==> src/rtl/normalize_unit.sv <==
// Iterative normalizer: finds the leading-zero count of an operand and returns it
// with the left-justified value. Define NORM_SKIP4_EN to shift by 4 when the top nibble is clear.
module normalize_unit #(
  parameter int n = 32,
  parameter int m = 5
) (
  input  logic         clk,
  input  logic         rst,
  input  logic         start,
  input  logic [n-1:0] a,
  output logic         busy,
  output logic         done,
  output logic [n-1:0] r,
  output logic [m-1:0] shamt,
  output logic         zero
);

  typedef enum logic {IDLE = 1'b0, RUN = 1'b1} state_t;

  state_t       state, state_nx;
  logic [n-1:0] work;
  logic [m-1:0] cnt;
  logic         accept, fin_zero, fin_msb, skip4;

  always_ff @(posedge clk) begin
    if (rst) state <= IDLE;
    else     state <= state_nx;
  end

  always_comb begin
    state_nx = state;
    case (state)
      IDLE:    if (start) state_nx = RUN;
      RUN:     if (work == '0 || work[n-1]) state_nx = IDLE;
      default: state_nx = IDLE;
    endcase
  end

  // Completion has priority over shifting; zero test comes before the MSB test.
  always_comb begin
    busy     = (state == RUN);
    accept   = (state == IDLE) && start;
    fin_zero = (state == RUN) && (work == '0);
    fin_msb  = (state == RUN) && (work != '0) && work[n-1];
`ifdef NORM_SKIP4_EN
    // n must be a multiple of 4 in this mode; work is known nonzero here.
    skip4    = (state == RUN) && (work != '0) && (work[n-1 -: 4] == 4'b0);
`else
    skip4    = 1'b0;
`endif
  end

  always_ff @(posedge clk) begin
    if (rst) begin
      work  <= '0;
      cnt   <= '0;
      done  <= 1'b0;
      r     <= '0;
      shamt <= '0;
      zero  <= 1'b0;
    end else begin
      done <= fin_zero | fin_msb;
      if (accept) begin
        work <= a;
        cnt  <= '0;
      end else if (fin_zero) begin
        zero  <= 1'b1;
        r     <= '0;
        shamt <= '0;
      end else if (fin_msb) begin
        zero  <= 1'b0;
        r     <= work;
        shamt <= cnt;
      end else if (skip4) begin
        work <= work << 4;
        cnt  <= cnt + m'(4);
      end else if (busy) begin
        work <= work << 1;
        cnt  <= cnt + m'(1);
      end
    end
  end

endmodule

==> config.mk <==
export PLATFORM = sky130hd
export DESIGN_NAME = normalize_unit
export DESIGN_NICKNAME = d
export VERILOG_FILES = /design/src/rtl/normalize_unit.sv
export SDC_FILE = /design/constraint.sdc
export NUM_CORES = 1
export LEC_CHECK = 0
export ABC_AREA = 1
export BUFFER_PORTS_ARGS = -buffer_cell sky130_fd_sc_hd__buf_2
export CAP_MARGIN = 20
export CORE_ASPECT_RATIO = 1.1
export CORE_UTILIZATION = 40
export CTS_CLUSTER_SIZE = 14
export DETAILED_ROUTE_END_ITERATION = 8
export GPL_ROUTABILITY_DRIVEN = 0
export PLACE_DENSITY = 0.66
export SLEW_MARGIN = 20
export SYNTH_ARGS = -nofsm -noshare
export SYNTH_HDL_FRONTEND = slang
export SYNTH_SLANG_ARGS = --single-unit
==> constraint.sdc <==
create_clock -name clk -period 1.8 [get_ports clk]
set_input_delay 0.45 -clock clk [delete_from_list [all_inputs] [get_ports clk]]
set_output_delay 0.45 -clock clk [all_outputs]
set_load 0.01 [all_outputs]
Word level (Yosys, flattened, before mapping):

Index checks and enable logic that the tools add are counted.

* add/sub/neg operators: 1
* eq/ne operators: 2
* mux-type cells: 13
* bitwise logic cells: 5
* reduce and logical (&&, ||, !) cells: 13

Operators with widths (number)
* $mux 32: 6
* $logic_not 32->1: 1
* $reduce_bool 32->1: 1
* $mux 5: 2
* $reduce_and 3->1: 2
* $add 5x1->5 const B: 1
* $logic_and 1x1->1: 4
* $mux 1: 4
* $ne 2x2->1 const B: 2
* $not 1->1: 4
* $reduce_bool 2->1: 2
* $pmux 1 s2: 1
* $reduce_and 2->1: 1
* $reduce_or 2->1: 1
* $logic_or 1x1->1: 1
* $or 1x1->1: 1

* register bits after elaboration: 77
* logic and storage cells: 41

Logic depth before layout (Yosys ltp):

Gate-level depths: netlist of the first run.

* word-level depth: 6
* depth in mapped cells: 9

Worst setup path after synthesis of the first run:

Ideal clock, no wire load.

* path type: reg-to-reg
* from: register work[14]
* to: register work[10]
* setup time: 132 ps
* data arrival time: 1210 ps
* setup slack: 458 ps
* cell stages (with the launch flop): 10
* path buffers: 1
* period minus slack after synthesis: 1342 ps
* path through: dfxtp_1 nor2_1 nand2_1 nor2_1 nand2_1 o21ai_2 nand2_1 clkbuf_1 nand2_1 a21oi_1

* longest elaborated chain between the ends: 5
* elaborated cells on any way between the ends: 8

RTL lines
* start, declared: line 21 `logic [n-1:0] work;`
* start signal, assigned: line 75 `work <= work << 4;`
* start signal, assigned: line 78 `work <= work << 1;`
* $reduce_bool 32->1: line 44 `fin_msb = (state == RUN) && (work != '0) && work[n-1];`
* $logic_and 1x1->1 (2 in series): line 44
* $ne 2x2->1 (no line)
* $reduce_and 3->1 (no line) *

Mark *: on every way between the ends. The rest lies on a longest branch, timed or not.
A chain may end at the register's enable or synchronous reset.

Worst setup path after layout of the first run:

* from: register work[0]
* to: register cnt[3]

* longest elaborated chain between the ends: 5
* elaborated cells on any way between the ends: 8

RTL lines
* $reduce_bool 32->1: line 44
* $logic_and 1x1->1 (2 in series): line 44
* $not 1->1 (no line)
* $reduce_and 3->1 (no line) *
* end signal, assigned: line 76 `cnt <= cnt + m'(4);`
* end signal, assigned: line 79 `cnt <= cnt + m'(1);`
* end, declared: line 22 `logic [m-1:0] cnt;`

Marked as above.

==> out/metrics.yaml, run 1 <==
sta:
  relSlewSlack_pct: 74.9
  worstMarginPinSlew_ns: 0.376
  final-setup-viol-count: 0
  hold_violations: 0
  fin_setup_tns_ns: 0
  fin_crit_sh_pct: 87.3
  setup_ws_ns: 0.229
  period_needed_ns: 1.57
  drv_slew: 0
  clock-skew-final_ns: 0.00721
  rsz0062_at_grt: "false"
  fmax_mhz: 637
job:
  maxCapViolCount: 0
clock_network:
  clock_latency_ns: 0.35
  ctsResizeCount: 0
  clk_path_buf_depth: 2
  post_cts_buffers: 0
  numCtsBuffers: 9
  cts_sinks: 77
  htreeDepth: 3
  cts_hold_buf: 0
  clk_pin_slew_ns: 0.08
  cts_tree: "built"
  cts_root_buf: "clkbuf_8"
hold_path:
  hp-class: "input port to flop"
pwr:
  power_leakage_nw: 1.77
  power.density_nw_per_um2: 997
  seqPwrFrac_pct: 45.7
  p_clk_share_pct: 40.9
  comb_power_share_pct: 13.4
  p_switching_mw: 1.05
  swShare_pct: 26.1
  vdd.ir_drop.worst_uv: 400
  p_int_mw: 2.96
synthesis:
  syn_inst: 474
  syn_avg_cell_area_um2: 6.91
  synth_area_um2: 3280
  synth_fp_nets: 510
  synth_top_area_cell: "dfxtp_1"
  yosys.area.top_type_share_pct: 47.1
  yosys.cell_types.count: 18
  yosysWarnings: 0
  yosys-top-cells-area: "dfxtp_1, nand2_1, a21oi_1"
  synth-seq-cells: 77
  synth-seq-area-share_pct: 47.1
floorplanning:
  core_um2: 7910
  io-pin-count: 75
  rows: 34
  dieWidth_um: 88.3
  die_y_um: 96.9
  initial_core_util_pct: 41.4
  dieArea_um2: 8560
layout:
  n_antenna_cell: 0
  fin_nets: 580
  final_common_cell: "nand2_1"
  post_route_cells_drive_above_1_share_pct: 20.0
  syn2layout_area_growth_pct: 22.7
  mostFrequentLayoutCells: "nand2_1, dfxtp_1, buf_2"
critical_path:
  end_kind: "flop"
  worstSetupStartpointType: "flop"
  arrival_ns: 1.81
  critical_path_class: "flop to flop"
  critPathRequiredTime_ns: 2.04
  cp_max_fo: 22
routing:
  ant_nets: 0
  wirelength_um: 8180
  dr.pass1.iters: 5
  vias: 3243
  drc: 0
  drt_iter0_drc: 168
  wire_per_inst_um: 12.5
  vias_per_cell: 4.94
placed_design:
  place_ws_ns: 0.241
  io_buffers: 74
  dpl.hpwl_um: 5690
run_status:
  outcome: "finished clean"
global_route:
  grt_pass1_wl_um: 13400
  grt_pass1_vias: 3019
  antenna_found_initial: 0
  grt_usage_pct: 20.1
  grt_max_degree: 37
  grt_overflow: 0
registers in the layout, indices dropped and copies added (netlist names):
register and cells:
cnt 5, work 32, done 1, shamt 5
r 32, zero 1, busy 1
power groups by stage:
stage	combinational [mW]	clock, mW	sequential (mW)
6_report	0.536	1.64	1.83
5_1_grt	0.608	1.74	1.84
4_1_cts	0.541	1.67	1.83
3_5_place_dp	0.539	0	1.87
3_3_place_gp	0.535	0	1.87
2_1_floorplan	0.379	0	1.86
worst max-delay path: stages, from the launching register on:
cell	delay, ns
dfxtp_1	0.34
nor2_1	0.12
nand2_1	0.06
nor2_1	0.14
nand2_1	0.10
o21ai_2	0.17
buf_4	0.27
inv_1	0.12
nand2_1	0.08
a21oi_1	0.05
cells by family after synthesis:
| group | count (synthesis) | synth area share, % |
|---|---|---|
| adder cells (fa/ha/maj) | 1 | 0.382 |
| buffers and inverters | 39 | 5.54 |
| XOR/XNOR | 4 | 1.07 |
| AND/OR/NAND/NOR | 276 | 34.0 |
| flip-flops | 77 | 47.1 |
| AO/OA/AOI/OAI | 77 | 12.0 |
routing by layer:
layer / track usage [%] / up-vias / routed length, um
li1: - / 1676 / -
met3: 4.69 / 8 / 338
met1: 24.2 / 1483 / 3670
met5: 0 / - / 0
met4: 9.43 / 0 / 153
met2: 33.0 / 76 / 4020
layout make-up:
cell class | instances | area, um^2
Inverter | 6 | 22.5
Multi-Input combinational cell | 358 | 1560
Fill cell | 812 | 3890
Tap cell | 108 | 135
Clock inverter | 5 | 106
Timing Repair Buffer | 92 | 505
Clock buffer | 11 | 151
Sequential cell | 77 | 1540
cell usage after synthesis:
cell type	instances
a21oi_1	71
clkinv_1	1
o21ai_2	1
buf_6	3
o21ai_1	1
o22ai_1	2
clkbuf_1	14
xor2_1	2
o21ai_0	2
nand2_1	185
dfxtp_1	77
xnor2_1	2
inv_1	5
buf_1	6
buf_2	10
ha_1	1
nand3_1	62
nor2_1	29
final timing paths:
check	slack, ns	cells past startpoint	from	endpoint
worst max-delay path	0.23	9	work[0]$_SDFFE_PP0P_	cnt[3]$_SDFFE_PP0P_
worst min-delay path	0.37	2	rst	work[3]$_SDFFE_PP0P_
worst max register to register	0.23	9	work[0]$_SDFFE_PP0P_	cnt[3]$_SDFFE_PP0P_
worst min register to register	0.47	2	zero$_SDFFE_PP0P_	zero$_SDFFE_PP0P_
through the flow:
| stage | area [um^2] | instances | hold WS [ns] | util [%] | total power [mW] |
|---|---|---|---|---|---|
| 6_report | 4020 | 657 | 0.365 | 50.8 | 4.01 |
| 4_1_cts | 4020 | 657 | 0.354 | 50.8 | 4.04 |
| 2_1_floorplan | 3280 | 474 | 0.468 | - | 2.24 |
| 5_1_grt | 4020 | 657 | 0.363 | 50.8 | 4.19 |
| 3_5_place_dp | 3760 | 641 | 0.457 | 47.5 | 2.41 |
| 3_3_place_gp | 3760 | 641 | 0.451 | 47.5 | 2.40 |
(Power assumes the default switching activity.)
==> inputs of run 2 (changes only) <==
--- a/config.mk
+++ b/config.mk
@@ -9,11 +9,11 @@
 export BUFFER_PORTS_ARGS = -buffer_cell sky130_fd_sc_hd__buf_2
 export CAP_MARGIN = 20
 export CORE_ASPECT_RATIO = 1.1
-export CORE_UTILIZATION = 40
+export CORE_UTILIZATION = 53
 export CTS_CLUSTER_SIZE = 14
 export DETAILED_ROUTE_END_ITERATION = 8
 export GPL_ROUTABILITY_DRIVEN = 0
-export PLACE_DENSITY = 0.66
+export PLACE_DENSITY_LB_ADDON = 0.12
 export SLEW_MARGIN = 20
 export SYNTH_ARGS = -nofsm -noshare
 export SYNTH_HDL_FRONTEND = slang
==> run 2 against run 1 <==
Compared with the run above:
- routed wire length decreased by 0.55%
- hold slack improved by 0.0061 ns
- total power decreased by 4.4%
- critical endpoint is now work[16]$_SDFFE_PP0P_
- flip-flop and latch count unchanged
==> out/metrics.yaml, run 2 (same netlist as run 1, synthesis figures left out) <==
clock_network:
  clk_pin_slew_ns: 0.09  # about the same
  cts_tree: "built"
  htreeDepth: 3  # unchanged
  ctsResizeCount: 0  # unchanged
  cts_sinks: 77  # unchanged
  clk_path_buf_depth: 2  # unchanged
  clock_latency_ns: 0.35  # about the same
  numCtsBuffers: 9  # unchanged
  cts_hold_buf: 0  # unchanged
  post_cts_buffers: 0  # unchanged
  cts_root_buf: "clkbuf_8"
layout:
  mostFrequentLayoutCells: "nand2_1, dfxtp_1, buf_2"
  final_cell_count_no_fill: 624  # -5.0%
  register_area_um2: 1540  # unchanged
  fill_cells: 563  # -31%
  design_area_um2: 3940  # -1.8%
  top_regs: "r: 32 flops, work: 32 flops"
  post_route_cells_drive_above_1_share_pct: 19.6  # -0.48 points
  final_common_cell: "nand2_1"
  syn2layout_area_growth_pct: 20.4
  multi_input_area_um2: 1560  # unchanged
  final_core_util_pct: 67.1  # +16 points
  fin_nets: 578  # -0.34%
  n_antenna_cell: 0  # unchanged
sta:
  relSlewSlack_pct: 74.5  # -0.42 points
  setup_ws_ns: 0.253  # +0.0244 ns
  worstMarginPinSlew_ns: 0.382  # +0.00631 ns
  fin_crit_sh_pct: 85.9  # -1.4 points
  drv_slew: 0  # unchanged
  timing.hold.ws_ns: 0.371  # +0.00614 ns
  rsz0062_at_grt: "false"
  hold_violations: 0  # unchanged
  final-setup-viol-count: 0  # unchanged
  fin_setup_tns_ns: 0  # unchanged
  period_needed_ns: 1.55  # -0.0244 ns
  clock-skew-final_ns: 0.0144  # +0.00722 ns
  fmax_mhz: 647  # +1.6%
floorplanning:
  die_y_um: 84.5  # -13%
  core_um2: 5880  # -26%
  io-pin-count: 75  # unchanged
  rows: 29  # -15%
  initial_core_util_pct: 55.7  # +14 points
  dieWidth_um: 77.0  # -13%
  dieArea_um2: 6500  # -24%
global_route:
  grt_pass1_wl_um: 13500  # +1.1%
  antenna_found_initial: 0  # unchanged
  grt_max_degree: 64  # +73%
  use_met3_pct: 4.46  # -0.24 points
  grt_usage_pct: 26.3  # +6.2 points
  grt_overflow: 0  # unchanged
  grt_pass1_vias: 2984  # -1.2%
  grtUsageMet2_pct: 42.9  # +9.9 points
  top_usage_layer: "met2"
  met1_usage_pct: 33.8  # +9.6 points
pwr:
  power.density_nw_per_um2: 971  # -2.6%
  vdd.ir_drop.worst_uv: 490  # +22%
  total_power_mw: 3.83  # -4.4%
  power_leakage_nw: 1.75  # -1.3%
routing:
  dr.pass1.iters: 4  # -1
  ant_nets: 0  # unchanged
  wire_per_inst_um: 13.0  # +4.7%
  drc: 0  # unchanged
  vias_per_cell: 5.29  # +7.1%
  vias: 3298  # +1.7%
  wirelength_um: 8140  # -0.55%
  drt_iter0_drc: 175  # +4.2%
critical_path:
  critical_path_class: "flop to flop"
  worstSetupStartpointType: "flop"
  r2r-end: "work[16]$_SDFFE_PP0P_"
  startpoint: "work[6]$_SDFFE_PP0P_"
  end_kind: "flop"
  cp_max_fo: 20  # -9.1%
  reg2reg_slack_ns: 0.25  # +0.02 ns
  endpoint: "work[16]$_SDFFE_PP0P_"
  worst_r2r_path_depth: 8  # -1
  arrival_ns: 1.82  # about the same
  reg2reg_from: "work[6]$_SDFFE_PP0P_"
  critPathRequiredTime_ns: 2.07  # +0.03 ns
placed_design:
  dpl.hpwl_um: 5310  # -6.6%
  io_buffers: 74  # unchanged
  place_ws_ns: 0.257  # +0.0157 ns
  place_inst: 608  # -5.1%
  place_area_um2: 3720  # -1.1%
hold_path:
  hp-class: "input port to flop"
job:
  maxCapViolCount: 0  # unchanged
run_status:
  outcome: "finished clean"
-- run 2: cell type report --
| type | count | share of cell area [%] |
|---|---|---|
| clock buffer | 11 | 3.59 |
| clock inverter | 5 | 2.13 |
| inverter | 6 | 0.571 |
| multi-input combinational | 358 | 39.4 |
| sequential | 77 | 39.1 |
| tap | 77 | 2.44 |
| timing repair buffer | 90 | 12.8 |
-- run 2: worst max-delay path: stages (launching register included) --
cell and delay [ns]:
dfxtp_1 0.35, nor2_1 0.11, nand2_1 0.06, nor2_1 0.11, nand2_1 0.10, o21ai_2 0.18, buf_4 0.27, nand3_1 0.12
a21oi_1 0.16
-- run 2: metal layers --
metal / up-vias / wire length [um]
met2: 109 / 3820
met3: 17 / 472
met4: 0 / 151
li1: 1675 / -
met1: 1497 / 3690
met5: - / 0
-- run 2: power breakdown --
part           leakage [nW]  internal [mW]  total, mW  switching [mW]
combinational          1.02          0.190      0.534           0.344
clock                 0.106          0.822       1.46           0.638
sequential            0.624           1.77       1.84          0.0665
-- run 2: worst min-delay path by stage --
stage / cells after the start / slack (ns) / end / startpoint
floorplan: 2 / 0.47 / r[13]$_SDFFE_PP0P_ / work[13]$_SDFFE_PP0P_
global placement: 2 / 0.45 / r[6]$_SDFFE_PP0P_ / r[6]$_SDFFE_PP0P_
detailed placement: 2 / 0.45 / zero$_SDFFE_PP0P_ / zero$_SDFFE_PP0P_
CTS: 3 / 0.36 / work[0]$_SDFFE_PP0P_ / a[0]
global route: 3 / 0.37 / work[0]$_SDFFE_PP0P_ / a[0]
finish: 3 / 0.37 / work[0]$_SDFFE_PP0P_ / a[0]
==> inputs of run 3 (changes only) <==
--- a/config.mk
+++ b/config.mk
@@ -14,6 +14,7 @@
 export DETAILED_ROUTE_END_ITERATION = 8
 export GPL_ROUTABILITY_DRIVEN = 0
 export PLACE_DENSITY_LB_ADDON = 0.12
+export REMOVE_ABC_BUFFERS = 1
 export SLEW_MARGIN = 20
 export SYNTH_ARGS = -nofsm -noshare
 export SYNTH_HDL_FRONTEND = slang
==> run 3 against run 2 <==
Compared with the run above:
- maximum frequency is 5.0% lower
- total power down 5.9%
- register-to-register slack lost 0.08 ns
- largest cell class unchanged
==> out/metrics.yaml, run 3 (same netlist as run 1, synthesis figures left out) <==
global_route:
  grt_pass1_wl_um: 13000  # -3.7%
  grt_usage_pct: 24.8  # -1.4 points
  antenna_found_initial: 0  # unchanged
  grt_overflow: 0  # unchanged
  grt_pass1_vias: 2921  # -2.1%
  grt_max_degree: 53  # -17%
clock_network:
  htreeDepth: 3  # unchanged
  cts_root_buf: "clkbuf_8"
  cts_tree: "built"
  clk_pin_slew_ns: 0.07  # -0.02 ns
  numCtsBuffers: 9  # unchanged
  cts_sinks: 77  # unchanged
  clk_path_buf_depth: 2  # unchanged
  post_cts_buffers: 0  # unchanged
  clock_latency_ns: 0.33  # -0.02 ns
layout:
  top_regs: "r: 32 flops, work: 32 flops"
  syn2layout_area_growth_pct: 19.5
  register_area_um2: 1540  # unchanged
  fill_cells: 589  # +4.6%
  final_cell_count_no_fill: 621  # -0.48%
  final_core_util_pct: 66.6  # -0.51 points
  n_antenna_cell: 0  # unchanged
  multi_input_area_um2: 1560  # +0.48%
  fin_nets: 576  # -0.35%
  mostFrequentLayoutCells: "nand2_1, dfxtp_1, buf_2"
  final_common_cell: "nand2_1"
  design_area_um2: 3910  # -0.76%
  post_route_cells_drive_above_1_share_pct: 18.6  # -1.0 points
routing:
  drc: 0  # unchanged
  wl_met3_um: 348  # -26%
  met1_length_um: 3650  # -1.1%
  dr_wl_met2_um: 3800  # -0.58%
  ant_nets: 0  # unchanged
  wire_per_inst_um: 12.7  # -2.3%
  top_layer_used: "met4"
  wirelength_um: 7910  # -2.8%
  dr.pass1.iters: 5  # +1
  drt_iter0_drc: 178  # +1.7%
  vias: 3317  # +0.58%
  vias_per_cell: 5.34  # +1.1%
critical_path:
  worstSetupStartpointType: "flop"
  worst_r2r_path_depth: 8  # unchanged
  end_kind: "flop"
  critical_path_class: "flop to flop"
  endpoint: "work[1]$_SDFFE_PP0P_"
  reg2reg_slack_ns: 0.17  # -0.08 ns
  critPathRequiredTime_ns: 2.06  # about the same
  cp_max_fo: 18  # -10%
  r2r-end: "work[1]$_SDFFE_PP0P_"
  arrival_ns: 1.89  # +0.07 ns
  startpoint: "work[0]$_SDFFE_PP0P_"
  reg2reg_from: "work[0]$_SDFFE_PP0P_"
sta:
  relSlewSlack_pct: 72.0  # -2.4 points
  worstMarginPinSlew_ns: 0.420  # +0.0373 ns
  drv_slew: 0  # unchanged
  rsz0062_at_grt: "false"
  clock-skew-final_ns: 0.00820  # -0.00622 ns
  period_needed_ns: 1.63  # +0.0813 ns
  fin_crit_sh_pct: 90.4  # +4.5 points
  final-setup-viol-count: 0  # unchanged
  setup_ws_ns: 0.172  # -0.0813 ns
  fmax_mhz: 614  # -5.0%
  hold_violations: 0  # unchanged
floorplanning:
  rows: 29  # unchanged
  io-pin-count: 75  # unchanged
  dieArea_um2: 6500  # unchanged
  dieWidth_um: 77.0  # unchanged
  core_um2: 5880  # unchanged
  initial_core_util_pct: 55.7  # unchanged
  die_y_um: 84.5  # unchanged
placed_design:
  dpl.hpwl_um: 5160  # -3.0%
  place_ws_ns: 0.142  # -0.115 ns
  io_buffers: 74  # unchanged
  place_area_um2: 3730  # +0.27%
  place_inst: 606  # -0.33%
hold_path:
  hp-class: "input port to flop"
  worstHoldStart: "a[0]"
pwr:
  vdd.ir_drop.worst_uv: 544  # +11%
  power.density_nw_per_um2: 921  # -5.1%
  power_leakage_nw: 1.73  # -1.1%
job:
  maxCapViolCount: 0  # unchanged
run_status:
  outcome: "finished clean"
==> run 3: final cells by class <==
type	count	area share [%]
Clock buffer	13	3.55
Sequential cell	77	39.4
Clock inverter	2	0.895
Timing Repair Buffer	88	13.2
Inverter	6	0.575
Multi-Input combinational cell	358	39.9
Tap cell	77	2.46
==> run 3: what timing repair did <==
item,CTS,global route
gates resized for setup,0,2
hold buffers,0,0
setup endpoints to repair,0,4
==> run 3: through the flow <==
stage / total power, mW / setup TNS, ns / hold WS (ns)
CTS: 3.61 / 0 / 0.358
global placement: 2.40 / 0 / 0.449
finish: 3.61 / 0 / 0.370
global route: 3.77 / 0 / 0.384
detailed placement: 2.41 / 0 / 0.460
floorplan: 2.18 / -46.16 / 0.465
==> run 3: worst min path at each step <==
stage / endpoint / slack (ns) / depth (start not counted)
after detailed placement: r[13]$_SDFFE_PP0P_ / 0.46 / 2
after floorplan: shamt[4]$_SDFFE_PP0P_ / 0.46 / 2
final: work[0]$_SDFFE_PP0P_ / 0.37 / 3
after global routing: work[0]$_SDFFE_PP0P_ / 0.38 / 3
after CTS: work[0]$_SDFFE_PP0P_ / 0.36 / 3
after global placement: zero$_SDFFE_PP0P_ / 0.45 / 2
==> run 3: critical path, stage by stage, from the launching register on <==
cell and delay, ns:
dfxtp_1 0.35, nor2_1 0.11, nand2_1 0.06, nor2_1 0.15, nand2_1 0.13, o21ai_4 0.21
buf_4 0.26, nand3_1 0.11, a21oi_1 0.16
==> run 3: where the power goes <==
| group | switching, mW | total, mW | internal [mW] |
|---|---|---|---|
| Clock | 0.586 | 1.22 | 0.635 |
| Sequential | 0.0625 | 1.83 | 1.77 |
| Combinational | 0.355 | 0.552 | 0.197 |
| Total | 1.00 | 3.61 | 2.60 |
==> run 3: routing by layer <==
| metal | vias to the layer above | track usage (%) |
|---|---|---|
| met5 | - | 0 |
| met4 | 0 | 10.8 |
| met3 | 11 | 2.93 |
| met2 | 87 | 41.2 |
| met1 | 1551 | 32.5 |
| li1 | 1668 | - |
